[config.mk]
export PLATFORM = sky130hd
export DESIGN_NAME = alu_reg_engine
export DESIGN_NICKNAME = d
export VERILOG_FILES = /design/src/rtl/alu_pkg.sv /design/src/rtl/alu_mul_seq.sv /design/src/rtl/alu_reg_engine.sv
export SDC_FILE = /design/constraint.sdc
export NUM_CORES = 1
export LEC_CHECK = 0
export BUFFER_PORTS_ARGS = -buffer_cell sky130_fd_sc_hd__buf_4
export CAP_MARGIN = 20
export CELL_PAD_IN_SITES_DETAIL_PLACEMENT = 0
export CELL_PAD_IN_SITES_GLOBAL_PLACEMENT = 2
export CORE_ASPECT_RATIO = 1.1
export CORE_MARGIN = 2
export CORE_UTILIZATION = 35
export DETAILED_ROUTE_END_ITERATION = 6
export GPL_TIMING_DRIVEN = 0
export PLACE_DENSITY = 0.87
export REMOVE_ABC_BUFFERS = 1
export SLEW_MARGIN = 5
export SYNTH_ARGS = -nofsm -noshare
export SYNTH_HDL_FRONTEND = slang
export SYNTH_SLANG_ARGS = --single-unit
[constraint.sdc]
create_clock -name clock -period 4.2 [get_ports clock]
set_clock_uncertainty 0.2 [all_clocks]
set_input_delay 0.84 -clock clock [delete_from_list [all_inputs] [get_ports clock]]
set_output_delay 0.84 -clock clock [all_outputs]
set_load 0.01 [all_outputs]
[src/rtl/alu_pkg.sv]
// Shared opcode, flag-index and FSM-state definitions for the ALU register engine.
// Also provides the flag-packing helper used by every Y-writing path.
package alu_pkg;

    localparam logic [4:0] OP_ADD  = 5'd0;
    localparam logic [4:0] OP_SUB  = 5'd1;
    localparam logic [4:0] OP_CMP  = 5'd2;
    localparam logic [4:0] OP_SHL  = 5'd3;
    localparam logic [4:0] OP_SHR  = 5'd4;
    localparam logic [4:0] OP_AND  = 5'd5;
    localparam logic [4:0] OP_OR   = 5'd6;
    localparam logic [4:0] OP_XOR  = 5'd7;
    localparam logic [4:0] OP_NAND = 5'd8;
    localparam logic [4:0] OP_NOR  = 5'd9;
    localparam logic [4:0] OP_XNOR = 5'd10;
    localparam logic [4:0] OP_INV  = 5'd11;
    localparam logic [4:0] OP_NEG  = 5'd12;
    localparam logic [4:0] OP_STO  = 5'd13;
    localparam logic [4:0] OP_SWP  = 5'd14;
    localparam logic [4:0] OP_LOAD = 5'd15;
    localparam logic [4:0] OP_MUL  = 5'd16;

    localparam int FLG_Z = 0;
    localparam int FLG_C = 1;
    localparam int FLG_N = 2;
    localparam int FLG_V = 3;

    localparam logic [0:0] S_IDLE    = 1'b0;
    localparam logic [0:0] S_MUL_RUN = 1'b1;

    function automatic logic [3:0] packFlags(input logic v, input logic n, input logic c, input logic z);
        logic [3:0] f;
        f        = 4'b0000;
        f[FLG_V] = v;
        f[FLG_N] = n;
        f[FLG_C] = c;
        f[FLG_Z] = z;
        return f;
    endfunction

endpackage

[src/rtl/alu_mul_seq.sv]
// Unsigned shift-add multiplier, one partial product per cycle, WIDTH cycles per product.
// Only instantiated when ALU_REG_ENGINE_MUL_EN is defined.
module alu_mul_seq
    import alu_pkg::*;
#(
    parameter int WIDTH = 8
) (
    input  logic               clock,
    input  logic               reset,
    input  logic               start,
    input  logic [WIDTH-1:0]   mcandIn,
    input  logic [WIDTH-1:0]   mplierIn,
    output logic               busy,
    output logic               done,
    output logic [2*WIDTH-1:0] product
);

    localparam int CW = $clog2(WIDTH + 1);

    logic [2*WIDTH-1:0] acc_r;
    logic [2*WIDTH-1:0] mcand_r;
    logic [WIDTH-1:0]   mplier_r;
    logic [CW-1:0]      count_r;
    logic               run_r;

    // Next accumulator value; on the final step this is the finished product
    always_comb begin
        product = acc_r + (mplier_r[0] ? mcand_r : {(2*WIDTH){1'b0}});
        done    = run_r && (count_r == CW'(1));
    end

    assign busy = run_r;

    // Shift-add iteration
    always_ff @(posedge clock or posedge reset) begin
        if (reset) begin
            acc_r    <= {(2*WIDTH){1'b0}};
            mcand_r  <= {(2*WIDTH){1'b0}};
            mplier_r <= {WIDTH{1'b0}};
            count_r  <= {CW{1'b0}};
            run_r    <= 1'b0;
        end else if (start) begin
            acc_r    <= {(2*WIDTH){1'b0}};
            mcand_r  <= {{WIDTH{1'b0}}, mcandIn};
            mplier_r <= mplierIn;
            count_r  <= CW'(WIDTH);
            run_r    <= 1'b1;
        end else if (run_r) begin
            acc_r    <= product;
            mcand_r  <= mcand_r << 1;
            mplier_r <= mplier_r >> 1;
            count_r  <= count_r - CW'(1);
            if (done) begin
                run_r <= 1'b0;
            end
        end
    end

endmodule

[src/rtl/alu_reg_engine.sv]
// A/B/Y register engine: one opcode per accepted exec strobe, with flags and done/err status.
// Optional multi-cycle MUL enabled by defining ALU_REG_ENGINE_MUL_EN.
module alu_reg_engine
    import alu_pkg::*;
#(
    parameter int WIDTH = 8,
    parameter int OPW   = 5
) (
    input  logic             clock,
    input  logic             reset,
    input  logic             exec,
    input  logic [OPW-1:0]   op,
    input  logic [WIDTH-1:0] din,
    output logic [WIDTH-1:0] a,
    output logic [WIDTH-1:0] b,
    output logic [WIDTH-1:0] y,
    output logic [3:0]       flags,
    output logic             busy,
    output logic             done,
    output logic             err
);

    localparam logic [WIDTH-1:0] WIDTH_V = WIDTH'(WIDTH);

    logic [WIDTH-1:0] aReg_r, bReg_r, yReg_r;
    logic [3:0]       flags_r;
    logic             done_r, err_r;

    logic [WIDTH:0]   sum_s, diff_s, shl_s, shr_s;
    logic [WIDTH-1:0] resY_s;
    logic             resC_s, resV_s, writesY_s, illegal_s, isMul_s, accept_s;

    assign a     = aReg_r;
    assign b     = bReg_r;
    assign y     = yReg_r;
    assign flags = flags_r;
    assign done  = done_r;
    assign err   = err_r;

`ifdef ALU_REG_ENGINE_MUL_EN
    logic [0:0]         state_r;
    logic               mulPend_r, mulStart_s, mulBusy_s, mulDone_s;
    logic [2*WIDTH-1:0] mulProd_s;

    // The engine stays occupied until the edge that raises done for the multiply
    assign accept_s   = exec && (state_r == S_IDLE);
    assign mulStart_s = accept_s && isMul_s;
    assign busy       = mulBusy_s;

    alu_mul_seq #(.WIDTH(WIDTH)) uMul (
        .clock    (clock),
        .reset    (reset),
        .start    (mulStart_s),
        .mcandIn  (aReg_r),
        .mplierIn (bReg_r),
        .busy     (mulBusy_s),
        .done     (mulDone_s),
        .product  (mulProd_s)
    );

    // Sequencing FSM and delayed completion marker for the multiply
    always_ff @(posedge clock or posedge reset) begin
        if (reset) begin
            state_r   <= S_IDLE;
            mulPend_r <= 1'b0;
        end else begin
            mulPend_r <= mulDone_s;
            if (mulStart_s) begin
                state_r <= S_MUL_RUN;
            end else if (mulPend_r) begin
                state_r <= S_IDLE;
            end
        end
    end
`else
    assign accept_s = exec;
    assign busy     = 1'b0;
`endif

    // Single-cycle opcode evaluation
    always_comb begin
        sum_s     = {1'b0, aReg_r} + {1'b0, bReg_r};
        diff_s    = {1'b0, aReg_r} - {1'b0, bReg_r};
        shl_s     = {1'b0, aReg_r} << bReg_r;
        shr_s     = {aReg_r, 1'b0} >> bReg_r;
        resY_s    = yReg_r;
        resC_s    = 1'b0;
        resV_s    = 1'b0;
        writesY_s = 1'b1;
        illegal_s = 1'b0;
        isMul_s   = 1'b0;
        case (op)
            OP_ADD: begin
                resY_s = sum_s[WIDTH-1:0];
                resC_s = sum_s[WIDTH];
                resV_s = (aReg_r[WIDTH-1] == bReg_r[WIDTH-1]) && (sum_s[WIDTH-1] != aReg_r[WIDTH-1]);
            end
            OP_SUB: begin
                resY_s = diff_s[WIDTH-1:0];
                resC_s = diff_s[WIDTH];
                resV_s = (aReg_r[WIDTH-1] != bReg_r[WIDTH-1]) && (diff_s[WIDTH-1] != aReg_r[WIDTH-1]);
            end
            OP_CMP: begin
                if (aReg_r > bReg_r) begin
                    resY_s = {{(WIDTH-1){1'b0}}, 1'b1};
                end else if (aReg_r == bReg_r) begin
                    resY_s = {WIDTH{1'b0}};
                end else begin
                    resY_s = {WIDTH{1'b1}};
                end
                resC_s = aReg_r < bReg_r;
            end
            // Shift distances of WIDTH or more clear both Y and carry
            OP_SHL: begin
                if (bReg_r >= WIDTH_V) begin
                    resY_s = {WIDTH{1'b0}};
                end else begin
                    resY_s = shl_s[WIDTH-1:0];
                    resC_s = shl_s[WIDTH];
                end
            end
            OP_SHR: begin
                if (bReg_r >= WIDTH_V) begin
                    resY_s = {WIDTH{1'b0}};
                end else begin
                    resY_s = shr_s[WIDTH:1];
                    resC_s = shr_s[0];
                end
            end
            OP_AND:  resY_s = aReg_r & bReg_r;
            OP_OR:   resY_s = aReg_r | bReg_r;
            OP_XOR:  resY_s = aReg_r ^ bReg_r;
            OP_NAND: resY_s = ~(aReg_r & bReg_r);
            OP_NOR:  resY_s = ~(aReg_r | bReg_r);
            OP_XNOR: resY_s = ~(aReg_r ^ bReg_r);
            OP_INV:  resY_s = ~aReg_r;
            OP_NEG: begin
                resY_s = {WIDTH{1'b0}} - aReg_r;
                resC_s = |aReg_r;
                resV_s = aReg_r == {1'b1, {(WIDTH-1){1'b0}}};
            end
            OP_STO, OP_SWP, OP_LOAD: writesY_s = 1'b0;
`ifdef ALU_REG_ENGINE_MUL_EN
            OP_MUL: begin
                writesY_s = 1'b0;
                isMul_s   = 1'b1;
            end
`endif
            default: begin
                writesY_s = 1'b0;
                illegal_s = 1'b1;
            end
        endcase
    end

    // Architectural registers, done pulse and sticky error flag
    always_ff @(posedge clock or posedge reset) begin
        if (reset) begin
            aReg_r  <= {WIDTH{1'b0}};
            bReg_r  <= {WIDTH{1'b0}};
            yReg_r  <= {WIDTH{1'b0}};
            flags_r <= 4'b0000;
            done_r  <= 1'b0;
            err_r   <= 1'b0;
        end else begin
            done_r <= 1'b0;
            if (exec && !accept_s) begin
                err_r <= 1'b1;
            end else if (accept_s && !isMul_s) begin
                done_r <= 1'b1;
                if (illegal_s) begin
                    err_r <= 1'b1;
                end else if (writesY_s) begin
                    yReg_r  <= resY_s;
                    flags_r <= packFlags(resV_s, resY_s[WIDTH-1], resC_s, resY_s == {WIDTH{1'b0}});
                end else begin
                    case (op)
                        OP_STO:  bReg_r <= aReg_r;
                        OP_SWP: begin
                            aReg_r <= bReg_r;
                            bReg_r <= aReg_r;
                        end
                        OP_LOAD: aReg_r <= din;
                        default: ;
                    endcase
                end
            end
`ifdef ALU_REG_ENGINE_MUL_EN
            if (mulDone_s) begin
                yReg_r  <= mulProd_s[WIDTH-1:0];
                flags_r <= packFlags(1'b0, mulProd_s[WIDTH-1], |mulProd_s[2*WIDTH-1:WIDTH],
                                     mulProd_s[WIDTH-1:0] == {WIDTH{1'b0}});
            end
            if (mulPend_r) begin
                done_r <= 1'b1;
            end
`endif
        end
    end

endmodule

==> flow_metrics.py, run 1 <==
metrics = {
    "status": {
        "status": "finished clean",
    },
    "logic_synthesis": {
        "ys_types": 70,
        "yosysSeqAreaShare_pct": 20.1,
        "synth_flop_cell": "dfrtp_1",
        "async_reset_ff_share_pct": 100,
        "synth_cells": 450,
        "synth_edf_count": 0,
        "synthAdderAreaFrac_pct": 9.80,
        "synth_mux_area_share_pct": 14.4,
        "synth-xor-area-share_pct": 2.19,
        "synth-simple-area-share_pct": 20.1,
        "syn-cell-area_sq_mm": 0.00360,
        "synth-seq-cells": 29,
        "synth_compound_area_share_pct": 25.8,
        "synth_top_family_by_area": "compound AO/OA/AOI/OAI gates",
        "syn_area_per_cell_sq_um": 8.00,
        "ys_warn_count": 0,
    },
    "grt": {
        "grtUsageTotal_pct": 22.3,
        "grt_pass1_wl_microns": 19500,
        "grt_pass1_vias": 3384,
        "overflow": 0,
        "grt_max_degree": 25,
        "antenna_found_initial": 0,
    },
    "sta": {
        "setup_violations": 0,
        "fin_crit_sh_pct": 93.8,
        "maxSlewViolCount": 0,
        "tightest_slew_ns": 1.11,
        "whs_ns": 0.267,
        "clock.fmax_mhz": 254,
        "hold_viol": 0,
        "fin_setup_tns_ns": 0,
        "relSlewSlack_pct": 25.3,
        "rsz0062_at_grt": "no",
        "final.min_clock_period_ns": 3.94,
    },
    "floorplanning": {
        "die_h_microns": 110,
        "die_area_sq_mm": 0.0111,
        "placementRows": 38,
        "start_util_pct": 36.3,
        "fp.dieW_microns": 101,
        "num_io_pins": 47,
        "core_area_sq_mm": 0.00994,
    },
    "worst_setup_path": {
        "worst_ep_arrival_time_ns": 3.93,
        "critPathKind": "reg -> reg",
        "end_kind": "flip-flop",
        "required_ns": 4.19,
        "critPathLaunchType": "flip-flop",
        "crit_fanout": 20,
    },
    "power_and_ir_drop": {
        "power_density_mw_per_mm2": 530,
        "p_leak_uw": 0.00162,
        "peakVddDrop_v": 0.000259,
    },
    "cells_and_area": {
        "final_nets": 512,
        "drive_gt1_share_pct": 17.9,
        "fillers": 1021,
        "syn2layout_area_growth_pct": 12.4,
        "num_antenna_cells": 0,
        "fin_util_pct": 40.8,
    },
    "cts": {
        "htreeDepth": 2,
        "cts_tree": "built",
        "clkTransAtPathRegs_ns": 0.08,
        "cts_root_buffer": "clkbuf_8",
        "clkSinkCount": 29,
        "cts_hold_buf": 0,
        "clkLatencyLatePin_ns": 0.29,
        "cts.path.max_buffers": 2,
        "numCtsBuffers": 5,
        "cts_setup_buffers": 0,
    },
    "route": {
        "wl_per_cell_microns": 21.2,
        "drtAntennaViolNets": 0,
        "drc": 0,
        "dr.first_iter.drc_count": 427,
        "viasPerCell": 6.26,
        "num_vias": 3692,
        "drtPass1Iterations": 6,
        "drt-total-wl_microns": 12500,
    },
    "min_path": {
        "hp-class": "reg -> reg",
    },
    "placement": {
        "io_buffers": 45,
        "gp_congestion": 0.944,
        "place_hpwl_microns": 9420,
    },
    "flow_run": {
        "maxCapViolCount": 0,
    },
}
==> report_power, final <==
part | leakage, uW | switching, uW | internal [uW] | total (uW)
combinational | 0.00122 | 723 | 590 | 1310
clock | 0.0000439 | 120 | 114 | 234
sequential | 0.000351 | 245 | 356 | 602
==> flip-flops by register name (all words and copies together), names as in the netlist <==
signal / flops
a: 8
flags: 4
done: 1
b: 8
y: 7
err: 1
==> stage by stage <==
stage	setup slack (ns)	instances	total power [uW]	instance area, sq um
floorplan	0.531	415	1400	3440
global placement	-0.274	580	1890	3920
detailed placement	-0.210	581	1880	3950
CTS	0.0721	589	2130	4040
global route	0.0744	590	2300	4050
finish	0.260	590	2150	4050
==> logic make-up after synthesis <==
| kind of cell | Yosys count |
|---|---|
| AND/OR/NAND/NOR | 144 |
| adder cells (fa/ha/maj) | 27 |
| other | 1 |
| multiplexers | 41 |
| XOR/XNOR | 9 |
| flip-flops | 29 |
| AO/OA/AOI/OAI | 138 |
| buffers and inverters | 61 |
==> area by class of cell <==
class                      count  area, sq um  share of cell area [%]
clock buffer                   5         68.8                    1.70
sequential                    29          731                    18.0
timing repair buffer          47          373                    9.21
inverter                      26         97.6                    2.41
clock inverter                 3         17.5                   0.432
multi-input combinational    360         2610                    64.5
tap                          120          150                    3.71
==> worst paths after layout <==
path                             from       end  slack, ns  cells past startpoint
min in group asynchronous       reset      a[4]       0.45                      2
worst min-delay path              err       err       0.27                      1
worst min register to register    err       err       0.27                      1
worst max-delay path             b[2]  flags[0]       0.26                     10
max in group asynchronous       reset      b[3]       2.84                      3
worst max register to register   b[2]  flags[0]       0.26                     10
==> repair_timing <==
action,4_1_cts,5_1_grt
endpoints found under the setup margin,1,1
resized for setup,1,2
hold endpoints to repair,0,0
==> cell usage after synthesis (all sizes together) (8+ instances only) <==
cell type / instances / share of area [%]
o21ai: 39 / 5.4
nand3: 10 / 1.4
xnor2: 9 / 2.2
mux2i: 25 / 6.9
mux2: 8 / 2.5
nor2: 28 / 2.9
dfrtp: 29 / 20
clkbuf: 15 / 1.6
mux4: 8 / 5.0
a21oi: 32 / 4.4
inv: 25 / 2.6
ha: 25 / 8.7
a31oi: 10 / 2.2
nand2: 43 / 4.5
buf: 20 / 3.1
nor3: 22 / 3.3
==> layer usage <==
| metal | global-route usage (%) | up-vias | part of all wire [%] |
|---|---|---|---|
| met3 | 2.41 | 22 | 7.5 |
| met4 | 7.12 | 0 | 2.9 |
| met2 | 35.2 | 196 | 47 |
| met5 | 0 | - | 0 |
| li1 | - | 1701 | - |
| met1 | 31.5 | 1773 | 43 |
==> placed cells by master, fill, tap and decap left out, types with 3 or more instances in the layout <==
cell,count
buf_4,46
nand2_1,43
o21ai_0,39
a21oi_1,32
nor2_1,28
dfrtp_1,27
mux2i_1,25
inv_1,25
ha_1,25
nor3_1,20
nand3_1,10
a31oi_1,9
xnor2_1,9
mux4_2,8
mux2_2,8
o22ai_1,7
nor2b_1,6
or3_1,6
nand2b_1,6
clkbuf_8,5
nand4_1,4
nor3b_1,4
o211ai_1,4
o32a_1,4
a32oi_1,3
a221oi_1,3
a21o_1,3
==> worst max-delay path, stage by stage, from the launching register on <==
cell,delay [ns]
dfrtp_1,0.77
inv_1,0.27
ha_1,0.44
or3_1,0.42
nand2b_4,0.17
a311oi_2,0.34
o31ai_2,0.19
nand4b_1,0.31
o32a_1,0.22
or3_1,0.32
o41ai_2,0.19
Power figures use the tool's default switching activity.
==> run 2, diff against run 1 <==
ABC_AREA = 1   (was not set)
CORE_UTILIZATION = 31   (was 35)
PLACE_DENSITY = 0.88   (was 0.87)
==> run 2 against run 1 <==
Effect of this change:
- synthesized area increased by 8.5%
- first-iteration DRC count decreased by 22%
- non-clock buffer count unchanged
- register-to-register slack gained 0.16 ns
- critical path depth rose by 5
- sequential power shrank 11%
- flip-flop and latch count is the same
- clock power increased by 76%
- sequential share of layout area fell by 2.1 points
- power up 4.4%
- core utilization is 4.3 points lower
- count of clock-buffer cells in the layout is the same
- largest cell class unchanged
- largest power group unchanged
==> flow_metrics.py, run 2 <==
metrics = {
    "status": {
        "status": "finished clean",
    },
    "grt": {
        "grt_max_degree": 30,
        "antenna_found_initial": 0,
        "grt_pass1_vias": 4291,
        "grt_use_met3_pct": 1.89,
        "grtUsageMet1_pct": 30.4,
        "grtUsageTotal_pct": 22.3,
        "grt_busiest_layer": "met2",
        "overflow": 0,
        "gr-usage-met2_pct": 36.4,
        "grt_pass1_wl_microns": 23600,
    },
    "cts": {
        "cts_setup_buffers": 0,
        "clkSinkCount": 29,
        "cts_tree": "built",
        "cts_hold_buf": 0,
        "cts.path.max_buffers": 2,
        "htreeDepth": 2,
        "clkLatencyLatePin_ns": 0.28,
        "cts_root_buffer": "clkbuf_16",
        "numCtsBuffers": 5,
        "clkTransAtPathRegs_ns": 0.05,
        "cts_resized": 0,
    },
    "sta": {
        "maxSlewViolCount": 0,
        "rsz0062_at_grt": "no",
        "clock.fmax_mhz": 264,
        "hold_viol": 0,
        "final.min_clock_period_ns": 3.78,
        "fin_crit_sh_pct": 90.1,
        "setup_ws_ns": 0.416,
        "fin_setup_tns_ns": 0,
        "tightest_slew_ns": 0.764,
        "setup_violations": 0,
        "relSlewSlack_pct": 49.0,
    },
    "route": {
        "drtAntennaViolNets": 0,
        "wl_per_cell_microns": 17.3,
        "viasPerCell": 5.33,
        "drtPass1Iterations": 5,
        "dr.first_iter.drc_count": 335,
        "drt-total-wl_microns": 15200,
        "drc": 0,
        "num_vias": 4690,
    },
    "power_and_ir_drop": {
        "p_leak_uw": 0.00240,
        "power_density_mw_per_mm2": 493,
        "peakVddDrop_v": 0.000309,
    },
    "worst_setup_path": {
        "required_ns": 4.17,
        "r2r_cells": 15,
        "reg2reg_from": "b[2]",
        "reg2reg_slack_ns": 0.42,
        "crit_fanout": 16,
        "worst_ep_arrival_time_ns": 3.75,
        "end_kind": "flip-flop",
        "rr_endpoint": "flags[0]",
        "critPathKind": "reg -> reg",
        "critPathLaunchType": "flip-flop",
    },
    "cells_and_area": {
        "most-common-layout-cells": "nand2_1, nand3_1, nor2_1",
        "regArea_sq_um": 726,
        "drive_gt1_share_pct": 11.3,
        "multi_input_comb_area_sq_mm": 0.00277,
        "fin_util_pct": 36.4,
        "fillers": 1448,
        "num_antenna_cells": 0,
        "syn2layout_area_growth_pct": 16.4,
        "final_nets": 765,
        "final_common_cell": "nand2_1",
        "design_area_sq_mm": 0.00455,
    },
    "min_path": {
        "hp-class": "reg -> reg",
        "hold_depth": 1,
        "min_delay_worst_endpoint": "err",
        "hp-start": "err",
    },
    "logic_synthesis": {
        "synth_edf_count": 0,
        "synthAdderAreaFrac_pct": 9.03,
        "synth_top_cell_by_area": "nand2_1",
        "synth_top_family_by_area": "simple AND/OR/NAND/NOR gates",
        "yosysSeqAreaShare_pct": 18.6,
        "ys_types": 37,
        "syn-cell-area_sq_mm": 0.00391,
        "synth_mux_area_share_pct": 0,
        "yosysMostFrequentCell": "nand2_1",
        "synth_cells": 687,
        "synth-simple-area-share_pct": 50.1,
        "synth_flop_cell": "dfrtp_1",
        "syn_area_per_cell_sq_um": 5.69,
        "synth_compound_area_share_pct": 10.9,
        "async_reset_ff_share_pct": 100,
        "ys_warn_count": 0,
        "synth_common_cells": "nand2_1, nand3_1, nor2_1",
        "synth-seq-cells": 29,
        "synth-xor-area-share_pct": 0.672,
        "synth_area_leaders": "nand2_1, dfrtp_1, nand3_1",
        "synth_top_area_share_pct": 21.7,
    },
    "floorplanning": {
        "start_util_pct": 31.3,
        "num_io_pins": 47,
        "core_area_sq_mm": 0.0125,
        "placementRows": 43,
        "fp.dieW_microns": 111,
        "die_h_microns": 122,
        "die_area_sq_mm": 0.0135,
    },
    "placement": {
        "io_buffers": 45,
        "dp_slack_ns": 0.468,
        "place_hpwl_microns": 11900,
        "dpl_cell_area_sq_mm": 0.00434,
        "gp_congestion": 0.940,
    },
    "flow_run": {
        "maxCapViolCount": 0,
    },
}
run 2: metal layers:
layer / part of all wire (%) / up-vias
met3: 6.8 / 35
met2: 45 / 214
met5: 0 / -
li1: - / 2290
met4: 4.1 / 0
met1: 44 / 2151
run 2: critical path, cell delays in order (launching register included):
cell and delay [ns]:
dfrtp_1 0.74, clkinv_1 0.53, ha_1 0.61, inv_1 0.19, nand2_1 0.09, nand2_1 0.08, nand2_1 0.11, nand3_1 0.13
a21oi_1 0.28, inv_1 0.12, a21oi_1 0.12, o21ai_0 0.10, nand3_1 0.11, nand2_1 0.08, nand3_1 0.10, nand2_1 0.06
run 2: layout make-up:
type,count,area share [%]
well taps,157,4.32
multi-input cells,555,60.8
repair buffers,47,8.20
flip-flops and latches,29,16.0
clock inverters,3,1.02
clock buffers,5,2.75
inverters,84,6.93
run 2: cell families after synthesis:
logic type               Yosys count
adder cells (fa/ha/maj)           27
buffers and inverters            103
AND/OR/NAND/NOR                  447
XOR/XNOR                           3
other                              1
AO/OA/AOI/OAI                     77
flip-flops                        29
run 2: worst max-delay path by stage:
stage,to,slack [ns],from
finish,flags[0],0.42,b[2]
detailed placement,flags[0],0.47,b[2]
CTS,flags[0],0.44,b[2]
global placement,flags[0],0.49,b[2]
floorplan,flags[0],1.44,b[2]
global route,flags[0],0.12,b[2]
run 2: metrics by stage:
step	power (uW)	instances	hold slack [ns]
global route	2420	880	0.293
CTS	2230	878	0.273
floorplan	1310	668	0.293
global placement	1800	870	0.244
detailed placement	1800	870	0.262
finish	2240	880	0.268
run 2: power breakdown:
group	total (uW)	internal (uW)	switching [uW]	leakage, uW
Clock	411	280	131	0.0000800
Combinational	1300	439	857	0.00197
Sequential	536	351	184	0.000350
Total	2240	1070	1170	0.00240
